**src/rtl/sync_fifo.sv**
```systemverilog
// Single-clock parametrised FIFO with fill level, almost flags, sticky error flags,
// synchronous flush and optional first-word-fall-through read port.
module sync_fifo #(
    parameter int WIDTH        = 8,
    parameter int DEPTH        = 16,
    parameter int AFULL_LEVEL  = DEPTH - 2,
    parameter int AEMPTY_LEVEL = 1,
    parameter int FWFT         = 0
) (
    input  logic                         clk_i,
    input  logic                         rst_i,
    input  logic                         clr_i,
    input  logic                         wr_stb_i,
    input  logic [WIDTH-1:0]             wr_dat_i,
    output logic                         wr_full_o,
    input  logic                         rd_stb_i,
    output logic [WIDTH-1:0]             rd_dat_o,
    output logic                         rd_empty_o,
    output logic [$clog2(DEPTH+1)-1:0]   level_o,
    output logic                         almost_full_o,
    output logic                         almost_empty_o,
    output logic                         ovf_o,
    output logic                         udf_o
);

    localparam int LW = $clog2(DEPTH + 1);
    localparam int PW = $clog2(DEPTH);

    if (WIDTH < 1) begin : g_bad_width
        $error("sync_fifo: WIDTH must be >= 1");
    end
    if (DEPTH < 2) begin : g_bad_depth
        $error("sync_fifo: DEPTH must be >= 2");
    end
    if (AFULL_LEVEL < 1 || AFULL_LEVEL > DEPTH) begin : g_bad_afull
        $error("sync_fifo: AFULL_LEVEL out of range 1..DEPTH");
    end
    if (AEMPTY_LEVEL < 0 || AEMPTY_LEVEL > DEPTH - 1) begin : g_bad_aempty
        $error("sync_fifo: AEMPTY_LEVEL out of range 0..DEPTH-1");
    end

    logic [WIDTH-1:0] mem [DEPTH];
    logic [PW-1:0]    wr_ptr;
    logic [PW-1:0]    rd_ptr;
    logic [LW-1:0]    level;
    logic             ovf;
    logic             udf;
    logic             full;
    logic             empty;
    logic             rd_accept;
    logic             wr_accept;
    logic             flush;

    // Pointers wrap explicitly at DEPTH-1 so non-power-of-two depths work.
    function automatic logic [PW-1:0] inc_ptr(input logic [PW-1:0] p);
        return (p == PW'(DEPTH - 1)) ? '0 : p + PW'(1);
    endfunction

    assign full      = (level == LW'(DEPTH));
    assign empty     = (level == '0);
    assign flush     = !rst_i || clr_i;
    assign rd_accept = rd_stb_i && !empty;
    assign wr_accept = wr_stb_i && (!full || rd_accept);

    always_ff @(posedge clk_i) begin
        if (flush) begin
            wr_ptr <= '0;
            rd_ptr <= '0;
            level  <= '0;
            ovf    <= 1'b0;
            udf    <= 1'b0;
        end else begin
            if (wr_accept) begin
                wr_ptr <= inc_ptr(wr_ptr);
            end
            if (rd_accept) begin
                rd_ptr <= inc_ptr(rd_ptr);
            end
            if (wr_accept && !rd_accept) begin
                level <= level + LW'(1);
            end else if (rd_accept && !wr_accept) begin
                level <= level - LW'(1);
            end
            if (wr_stb_i && full && !rd_accept) begin
                ovf <= 1'b1;
            end
            if (rd_stb_i && empty) begin
                udf <= 1'b1;
            end
        end
    end

    // Storage is deliberately not reset; a dropped or flushed write never lands.
    always_ff @(posedge clk_i) begin
        if (!flush && wr_accept) begin
            mem[wr_ptr] <= wr_dat_i;
        end
    end

    if (FWFT != 0) begin : g_fwft
        assign rd_dat_o = empty ? '0 : mem[rd_ptr];
    end else begin : g_reg
        logic [WIDTH-1:0] dat;

        // A flush keeps the last read word visible; only reset zeroes it.
        always_ff @(posedge clk_i) begin
            if (!rst_i) begin
                dat <= '0;
            end else if (!clr_i && rd_accept) begin
                dat <= mem[rd_ptr];
            end
        end

        assign rd_dat_o = dat;
    end

    assign wr_full_o      = full;
    assign rd_empty_o     = empty;
    assign level_o        = level;
    assign almost_full_o  = (int'(level) >= AFULL_LEVEL);
    assign almost_empty_o = (int'(level) <= AEMPTY_LEVEL);
    assign ovf_o          = ovf;
    assign udf_o          = udf;

endmodule

```
**config.mk**
```make
export PLATFORM = sky130hd
export DESIGN_NAME = sync_fifo
export DESIGN_NICKNAME = d
export VERILOG_FILES = /design/src/rtl/sync_fifo.sv
export SDC_FILE = /design/constraint.sdc
export NUM_CORES = 1
export LEC_CHECK = 0
export ABC_AREA = 1
export CAP_MARGIN = 0
export CORE_MARGIN = 4
export CORE_UTILIZATION = 50
export CTS_BUF_LIST = sky130_fd_sc_hd__clkbuf_2
export DETAILED_ROUTE_END_ITERATION = 12
export PLACE_DENSITY = 0.7
export SLEW_MARGIN = 20
export SYNTH_ARGS = -nofsm -noshare
export SYNTH_HDL_FRONTEND = slang
export SYNTH_SLANG_ARGS = --single-unit
```
**constraint.sdc**
```tcl
create_clock -name clk_i -period 4.2 [get_ports clk_i]
set_input_delay 0.63 -clock clk_i [delete_from_list [all_inputs] [get_ports clk_i]]
set_output_delay 0.63 -clock clk_i [all_outputs]
set_load 0.02 [all_outputs]
```
# [Word-level counts from Yosys, hierarchy flattened]
# Memory sizes are Yosys's and may differ from the RTL's. A register that Yosys moved wholly into a read port is not among the register bits.
# Index checks and enable logic that the tools add are counted.
# W data, S select, Z words.
[totals] memories=1 elab_cells=42 mem_bits_rw=128 register_bits=15 input_bits=13 latch_bits=0 rom_bits=0
[op_classes] mul=0 n_lt_le_gt_ge=2 shifts=0 bitwise=0 n_addsub=4 n_eq_ne=3 muxes=6 n_div=0 n_reduce_logical=21
[mem_list] memory="mem" words=16 word_bits=8 rd=1 rd_clocked_by_memory_dff=1 write_ports=1 line="42" source="logic [WIDTH-1:0] mem [DEPTH];"
[op_table] cell="$mux W5" count=2
[op_table] cell="$logic_and A1 B1 Y1" count=9
[op_table] cell="$add A4 B1 Y4 const B" count=2
[op_table] cell="$eq A4 B4 Y1 const B" count=2
[op_table] cell="$logic_not A1 Y1" count=8
[op_table] cell="$mux W4" count=2
[op_table] cell="$add A5 B1 Y5 const B" count=1
[op_table] cell="$eq A5 B5 Y1 const B" count=1
[op_table] cell="$ge A5 B4 Y1 const B" count=1
[op_table] cell="$le A5 B1 Y1 const B" count=1
[op_table] cell="$logic_not A5 Y1" count=1
[op_table] cell="$sub A5 B1 Y5 const B" count=1
[op_table] cell="$logic_or A1 B1 Y1" count=2
[op_table] cell="$mux W1" count=2
[op_table] cell="$reduce_bool A2 Y1" count=1

# [Logic depth before layout (Yosys ltp)]
# Gate-level depths: netlist of run 1.
[logic_depth] word_depth=9 ltp_mapped=14 depth_no_buf=14

# [Least setup slack after synthesis of run 1]
# Ideal clock, no wire load.
[synth_timing] path_kind="flip-flop to flip-flop" start="register level[0] (netlist: level_o[0])" end="memory mem[7][0] (enable)" required_time_ps=3817 synth_period_minus_slack_ps=2364 t_arrival_ps=1980 n_path_buf=0 slack_ps=1836 path_stages_with_launch=10 cell_sequence="dfxtp_1 inv_1 ha_1 nand3_2 nand2_4 nand2_4 nand2_4 inv_2 nand2_2 nor3_1"
[synth_between] elab_chain_len=8 word_cells_on_any_way=10 cone_classes="1 x eq/ne; 2 x mux; 7 x reduce/logical"
[synth_rtl] element="start: declaration" line="45" source="logic [LW-1:0] level;"
[synth_rtl] element="start signal: assignment" line="80" source="level <= level + LW'(1);"
[synth_rtl] element="start signal: assignment" line="82" source="level <= level - LW'(1);"
[synth_rtl] element="$logic_not A5 Y1" line="60" source="assign empty = (level == '0);"
[synth_rtl] element="$logic_not A1 Y1" line="62" source="assign rd_accept = rd_stb_i && !empty;"
[synth_rtl] element="$logic_and A1 B1 Y1" line="62"
[synth_rtl] element="$logic_or A1 B1 Y1 *" line="63" source="assign wr_accept = wr_stb_i && (!full || rd_accept);"
[synth_rtl] element="$logic_and A1 B1 Y1 *" line="63"
[synth_rtl] element="via wr_accept" line="51" source="logic wr_accept;"
[synth_rtl] element="$logic_and A1 B1 Y1 *" line="95" source="if (!flush && wr_accept) begin"
[synth_rtl] element="$mux W1 *" line="95"
[synth_rtl] element="$mux W1 (not written as such) *" line="96" source="mem[wr_ptr] <= wr_dat_i;"
[synth_rtl] element="end: declaration" line="42"
# The timed path passes the listed nets; every way through them passes the cells marked *.

# [Final worst setup path of run 1]
[layout_timing] start="register level[1] (netlist: level_o[1])" end="output port wr_full_o"
[layout_between] elab_chain_len=1
[layout_rtl] element="$eq A5 B5 Y1" line="59" source="assign full = (level == LW'(DEPTH));"
[layout_rtl] element="end: declaration" line="15" source="output logic wr_full_o,"
# Every way passes these cells.

==> summary.md, run 1 <==
| Metric | Value |
|---|---|
| Leak | `3.09 nW` |
| Die area | `~0.015 mm^2` |
| Post-Syn Area per Cell | `around 10 um^2` |
| Cells after Synth | `696` |
| First-pass GRT wire length | `roughly 24 mm` |
| FMAX | `approximately 0.33 GHz` |
| Residual DRC | `0` |
| Clk pwr share | `between 20% and 30%` |
| Most frequent cells in the layout | `nand2_1 (180), edfxtp_1 (128), inv_1 (117)` |
| Crit path max fanout | `6` |
| Area Growth Syn to Fin | `10.2%` |
| Worst vdd ir | `0.221 mV` |
| Final hold violation count | `0` |
| Post-synthesis xor/xnor area fraction | `0.388%` |
| I/O pins | `32` |
| Sequential share of power | `57.4%` |
| ANT cells | `0` |
| Later-pin clock latency in the skew report | `0.73 ns` |
| CP required | `around 3.6 ns` |
| Final Critical Period | `around 3 ns` |
| Tightest Pin Transition | `approximately 1.1 ns` |
| Mux cell area share after synthesis | `0%` |
| Post-Synth Adder-Cell Area | `2.03%` |
| Total Nets Final | `749` |
| DR iter-0 viols | `~430` |
| GPL Wtd Cong | `roughly 0.9` |
| Register area share after synthesis | `between 60% and 70%` |
| Grt met1 use | `around a quarter` |
| Initial antenna violation count | `0` |
| Overall routing resource usage | `19.9%` |
| Outcome | `finished, final reports clean` |
| Row cnt | `42` |
| Post-layout util | `between 50% and 60%` |
| RSZ-0062 raised after global routing | `no` |
| Clock skew | `0.0229 ns` |
| Crit path launch type | `flip-flop` |
| Min-delay worst type | `reg2reg` |
| Part of the cycle the worst path needs | `73.1%` |
| Layout cells sized above 1 | `under 10%` |
| Vias in the first global route | `4618` |
| Setup Crit Path Kind | `reg2out` |
| # setup viols final | `0` |
| DIE HEIGHT | `124 um` |
| Synth Area in Compound Gates | `around 2.5%` |
| Vias | `approximately 4700` |
| Syn Std Cell Area | `~0.0068 mm^2` |
| Largest net degree at the start of global routing | `between 60 and 70` |
| WL/cell | `roughly 17 um` |
| Main combinational cell family by area after synthesis | `simple AND/OR/NAND/NOR gates` |
| Initial core utilization | `51.1%` |
| Clock root buffer | `clkbuf_2` |
| Global-route track usage on met2 | `31.6%` |
| Hpwl dp | `between 9 and 10 mm` |
| Slew Viols, Final | `0` |
| Clock sinks | `about 150` |
| Number of buffers created by CTS | `17` |
| Simple-Gate Fraction of Synth Area | `22.7%` |
| DRT Wirelength | `roughly 15 mm` |
| Hold path cells | `2` |
| Rel. slew slack | `between 20 and 30%` |
| Clk buf depth | `2` |
| Total congestion overflow | `0` |
| Commonest non-fill, non-tap cell in the layout | `nand2_1` |
| Die Width | `approximately 120 um` |
| Vias per inst | `~5.2` |
| Switching Fraction | `a little over a quarter` |
| Met3 Track Usage GR | `approximately 4.6%` |
| Comb pwr share | `approximately an eighth` |
| Worst Setup End Kind | `primary output` |
| CTS tree | `done` |
| Post-Route Setup TNS | `0 ns` |
| Post-CTS Setup Inserts | `0` |
| Grt peak-use layer | `met2` |
| Worst r2r path cells | `9` |
| ANT nets after route | `0` |
| Data arrival, critical path | `2.44 ns` |
| Internal power | `~2.1 mW` |
| Flop and latch count out of synthesis | `between 150 and 200` |
| Post-Syn Nets | `720` |
| Power per Cell Area | `388 mW/mm^2` |
| Yosys warns | `0` |
| Post-cts sizing count | `0` |
| Switch Pwr | `roughly 0.78 mW` |
| CTS clk-pin slew, worst paths | `around 0.19 ns` |
| Core area | `~0.013 mm^2` |
| CTS hold repair buffers | `0` |
| Library cells used by synthesis | `29` |
| Max H-tree Level | `4` |
| IO Port Bufs | `31` |
| DRT Pass-1 Iters | `5` |
| Number of max-cap violations | `0` |
==> critical path, cell delays in order, from the launching register on <==
cell             delay [ns]
dfxtp_1                0.40
inv_1                  0.19
ha_1                   0.22
nand2_1                0.07
nor2_2                 0.19
clkdlybuf4s50_1        0.65
==> cells in the mapped netlist <==
| master | instances | area share (%) |
|---|---|---|
| buf_2 | 17 | 1.3 |
| dfxtp_1 | 23 | 6.8 |
| nor2_4 | 1 | 0.17 |
| ha_1 | 11 | 2.0 |
| nand2_1 | 180 | 10 |
| buf_6 | 2 | 0.33 |
| nand3b_1 | 1 | 0.11 |
| nor3_1 | 4 | 0.30 |
| inv_2 | 2 | 0.11 |
| a31oi_1 | 1 | 0.093 |
| o211ai_1 | 2 | 0.22 |
| o21ai_0 | 17 | 1.3 |
| clkbuf_1 | 3 | 0.17 |
| nor2_1 | 56 | 3.1 |
| nand3_2 | 1 | 0.15 |
| xor2_1 | 2 | 0.26 |
| nor4_1 | 1 | 0.093 |
| nand3_1 | 95 | 7.0 |
| nor2_2 | 2 | 0.18 |
| nand2_2 | 4 | 0.37 |
| edfxtp_1 | 128 | 57 |
| nand2_4 | 3 | 0.50 |
| nand4_1 | 4 | 0.37 |
| xnor2_1 | 1 | 0.13 |
| clkinv_1 | 1 | 0.055 |
| buf_4 | 4 | 0.44 |
| nor2_8 | 1 | 0.30 |
| a21oi_1 | 12 | 0.89 |
| inv_1 | 117 | 6.5 |
==> layer usage <==
layer  share of wire [%]  vias to the layer above  wire length, um
li1                    -                     2302                -
met3                 7.4                       34             1120
met4                 2.5                        0              376
met2                  48                      198             7200
met1                  43                     2209             6450
met5                   0                        -                0
==> final timing paths <==
kind / slack [ns] / end / start
setup reg to reg: 1.55 / mem[3][1]$_DFFE_PP_ / level_o[1]$_SDFFE_PP0P_
hold reg to reg: 0.47 / udf_o$_SDFFE_PP0P_ / udf_o$_SDFFE_PP0P_
setup / recovery: 1.13 / wr_full_o / level_o[1]$_SDFFE_PP0P_
hold / removal: 0.47 / udf_o$_SDFFE_PP0P_ / udf_o$_SDFFE_PP0P_
==> sequential cells by signal, summed over array words and instances (netlist names) <==
signal,flops
mem,128
udf_o,1
wr_ptr,4
ovf_o,1
rd_dat_o,8
level_o,5
rd_ptr,4
==> cell families (layout without fill, tap and decap cells) <==
kind of cell / Yosys count / in the layout
AOI/OAI and AO/OA: 32 / 32
adders and majority gates: 11 / 11
DFF: 151 / 151
xor gates and xnor gates: 3 / 3
buffers and inverters: 146 / 188
and+or+nand+nor: 353 / 353
==> cell type report <==
class,instances,area (um^2)
Clock buffer,19,95.1
Clock inverter,13,174
Fill cell,1171,5790
Inverter,120,450
Multi-Input combinational cell,399,1860
Sequential cell,151,4310
Tap cell,176,220
Timing Repair Buffer,36,348
==> through the flow <==
step	worst slack, ns	instance area [um^2]	total power [mW]	hold WS, ns	instances
after global placement	1.21	7190	2.06	0.466	882
after detailed placement	1.10	7190	2.07	0.444	882
final	1.13	7460	2.90	0.475	914
after floorplan	1.84	6770	1.93	0.473	696
after global routing	0.956	7460	3.03	0.512	914
after CTS	1.05	7460	2.91	0.467	914
==> power by group through the flow <==
| stage | clock network (mW) | logic (mW) | registers [mW] |
|---|---|---|---|
| after floorplan | 0 | 0.217 | 1.71 |
| after CTS | 0.876 | 0.375 | 1.66 |
| after detailed placement | 0 | 0.373 | 1.69 |
| after global placement | 0 | 0.367 | 1.69 |
| final | 0.857 | 0.377 | 1.66 |
| after global routing | 0.953 | 0.411 | 1.67 |
No activity file was read; power rests on OpenSTA's default activity.
==> inputs of run 2 (changes only) <==
==> constraint.sdc (replaced) <==
create_clock -name clk_i -period 2.9 [get_ports clk_i]
set_input_delay 0.435 -clock clk_i [delete_from_list [all_inputs] [get_ports clk_i]]
set_output_delay 0.435 -clock clk_i [all_outputs]
set_load 0.02 [all_outputs]
==> run 2 against run 1 <==
Register-to-register slack got worse by 1.1 ns; utilization increased by 0.64 points; clock skew increased by 0.0055 ns; design area increased by 1.1%; critical path depth unchanged; flip-flop and latch count unchanged; clock-buffer cell count increased by 1; cell count increased by 1.1%; sequential power increased by 45%; clock power increased by 54%; global-route usage increased by 0.12 points; largest cell class unchanged; largest power group unchanged.
==> summary.md, run 2 (same netlist as run 1, synthesis figures left out) <==
| Metric | Value |
|---|---|
| Outcome | `finished, final reports clean` |
| Hpwl dp | `9.90 mm (-0.27%)` |
| Switching Fraction | `26.2% (-0.64 points)` |
| Total power | `4.27 mW (+47%)` |
| Internal power | `3.15 mW (+49%)` |
| Post-CTS Setup Inserts | `0 (unchanged)` |
| Largest Register | `mem` |
| Layout cells sized above 1 | `8.29% (+1.2 points)` |
| Die Width | `124 um (unchanged)` |
| WL/cell | `16.3 um (-1.8%)` |
| GPL Wtd Cong | `0.841 (-5.5%)` |
| Post-layout util | `56.9% (+0.64 points)` |
| Rel. slew slack | `29.4% (+1.3 points)` |
| Clk buf depth | `2 (unchanged)` |
| Largest net degree at the start of global routing | `66 (-2.9%)` |
| Tightest Pin Transition | `1.06 ns (-0.0197 ns)` |
| Part of the cycle the worst path needs | `93.7%` |
| Vias in the first global route | `4672 (+1.2%)` |
| Min-delay src | `rd_stb_i` |
| DR iter-0 viols | `464 (+9.2%)` |
| Total Nets Final | `759 (+1.3%)` |
| Overall routing resource usage | `20.1% (+0.12 points)` |
| RSZ-0062 raised after global routing | `no` |
| Clk pwr share | `31.0% (+1.4 points)` |
| Commonest non-fill, non-tap cell in the layout | `nand2_1` |
| Die area | `0.0155 mm^2 (unchanged)` |
| Dpl ws | `0.103 ns (-1.00 ns)` |
| Number of buffers created by CTS | `17 (unchanged)` |
| Min-delay worst type | `in2reg` |
| Crit path max fanout | `7 (+1)` |
| Vias per inst | `5.08 (-2.0%)` |
| Switch Pwr | `1.12 mW (+44%)` |
| Worst vdd ir | `0.303 mV (+37%)` |
| Cell Area, Placed | `0.00726 mm^2 (+1.0%)` |
| Number of max-cap violations | `0 (unchanged)` |
| Most frequent cells in the layout | `nand2_1 (180), edfxtp_1 (128), inv_1 (117)` |
| Largest register FFs | `128 (unchanged)` |
| Worst setup slack after layout | `0.182 ns (-0.949 ns)` |
| Worst Setup End Kind | `primary output` |
| First-pass GRT wire length | `24.2 mm (+2.2%)` |
| Later-pin clock latency in the skew report | `0.72 ns (about the same)` |
| Data arrival, critical path | `2.28 ns (-0.16 ns)` |
| ANT nets after route | `0 (unchanged)` |
| FMAX | `about 0.37 GHz` |
| Clock sinks | `151 (unchanged)` |
| Initial antenna violation count | `0 (unchanged)` |
| Total congestion overflow | `0 (unchanged)` |
| DRT Wirelength | `15.0 mm (-0.77%)` |
| Setup Crit Path Kind | `reg2out` |
| Max H-tree Level | `4 (unchanged)` |
| Design area | `0.00754 mm^2 (+1.1%)` |
| Clock root buffer | `clkbuf_2` |
| CP required | `2.47 ns (-1.10 ns)` |
| Final Critical Period | `2.72 ns` |
| IO Port Bufs | `31 (unchanged)` |
| # setup viols final | `0 (unchanged)` |
| Residual DRC | `0 (unchanged)` |
| Clock skew | `0.0284 ns (+0.00550 ns)` |
| DIE HEIGHT | `124 um (unchanged)` |
| Area Growth Syn to Fin | `11.4%` |
| Vias | `4697 (-0.97%)` |
| CTS clk-pin slew, worst paths | `0.20 ns (about the same)` |
| Initial core utilization | `51.1% (unchanged)` |
| Sequential share of power | `56.4% (-1.0 points)` |
| R2R Path Start | `level_o[1]$_SDFFE_PP0P_` |
| Final hold violation count | `0 (unchanged)` |
| DRT Pass-1 Iters | `5 (unchanged)` |
| ANT cells | `0 (unchanged)` |
| Comb pwr share | `12.6% (-0.4 points)` |
| Crit path launch type | `flip-flop` |
| Critical Path Source | `level_o[0]$_SDFFE_PP0P_` |
| Power per Cell Area | `566 mW/mm^2 (+46%)` |
| Core area | `0.0132 mm^2 (unchanged)` |
| Slew Viols, Final | `0 (unchanged)` |
| Fillers | `1179 (+0.68%)` |
| Row cnt | `42 (unchanged)` |
| CTS hold repair buffers | `0 (unchanged)` |
| Leak | `3.18 nW (+3.1%)` |
| I/O pins | `32 (unchanged)` |
| Post-Route Setup TNS | `0 ns (unchanged)` |
| CTS tree | `done` |
## run 2: changes by cell type in the layout (fill, tap and decap cells not counted), sizes merged
| cell | previous run | this run |
|---|---|---|
| buf | 5 | 15 |
| clkinvlp | 5 | 1 |
| clkdlybuf4s50 | 31 | 28 |
| clkinv | 4 | 6 |
| dlymetal6s2s | 0 | 2 |
| bufinv | 3 | 4 |
| clkbuf | 19 | 20 |
| dlygate4sd2 | 0 | 1 |
## run 2: cell type report
cell class / count / area, um^2 / area share, %
Clock buffer: 20 / 100 / 1.33
Clock inverter: 12 / 175 / 2.32
Inverter: 120 / 450 / 5.97
Multi-Input combinational cell: 399 / 1860 / 24.7
Sequential cell: 151 / 4310 / 57.1
Tap cell: 176 / 220 / 2.92
Timing Repair Buffer: 46 / 427 / 5.66
## run 2: path summary, 6_finish.rpt
check,to,slack (ns),cells after the start
max,almost_full_o,0.18,5
min,udf_o$_SDFFE_PP0P_,0.35,3
max reg2reg,mem[10][5]$_DFFE_PP_,0.47,9
min reg2reg,udf_o$_SDFFE_PP0P_,0.48,2
## run 2: power groups by stage
stage               combinational [mW]  sequential, mW  clock [mW]
floorplan                        0.314            2.48           0
global placement                 0.531            2.45           0
detailed placement               0.537            2.45           0
CTS                              0.539            2.41        1.35
global route                     0.590            2.41        1.46
finish                           0.536            2.41        1.32
## run 2: metrics by stage
step / std cells / hold WS, ns
2_1_floorplan: 696 / 0.473
3_3_place_gp: 892 / 0.463
3_5_place_dp: 892 / 0.449
4_1_cts: 924 / 0.280
5_1_grt: 924 / 0.290
6_report: 924 / 0.350
## run 2: critical path, stage by stage, from the launching register on
cell and delay (ns):
dfxtp_1 0.45, inv_1 0.15, ha_1 0.22, o211ai_1 0.15, nand2_1 0.08, clkdlybuf4s50_1 0.54
## run 2: per-layer routing
metal  wire length [um]  track usage, %
met5                  0               0
met2               6920            30.8
met3                984            5.02
met4                478            8.38
met1               6650            27.4
## run 2: what timing repair did
item,4_1_cts,5_1_grt
setup endpoints to repair,1,2
pin swaps,0,0
resized for setup,1,2
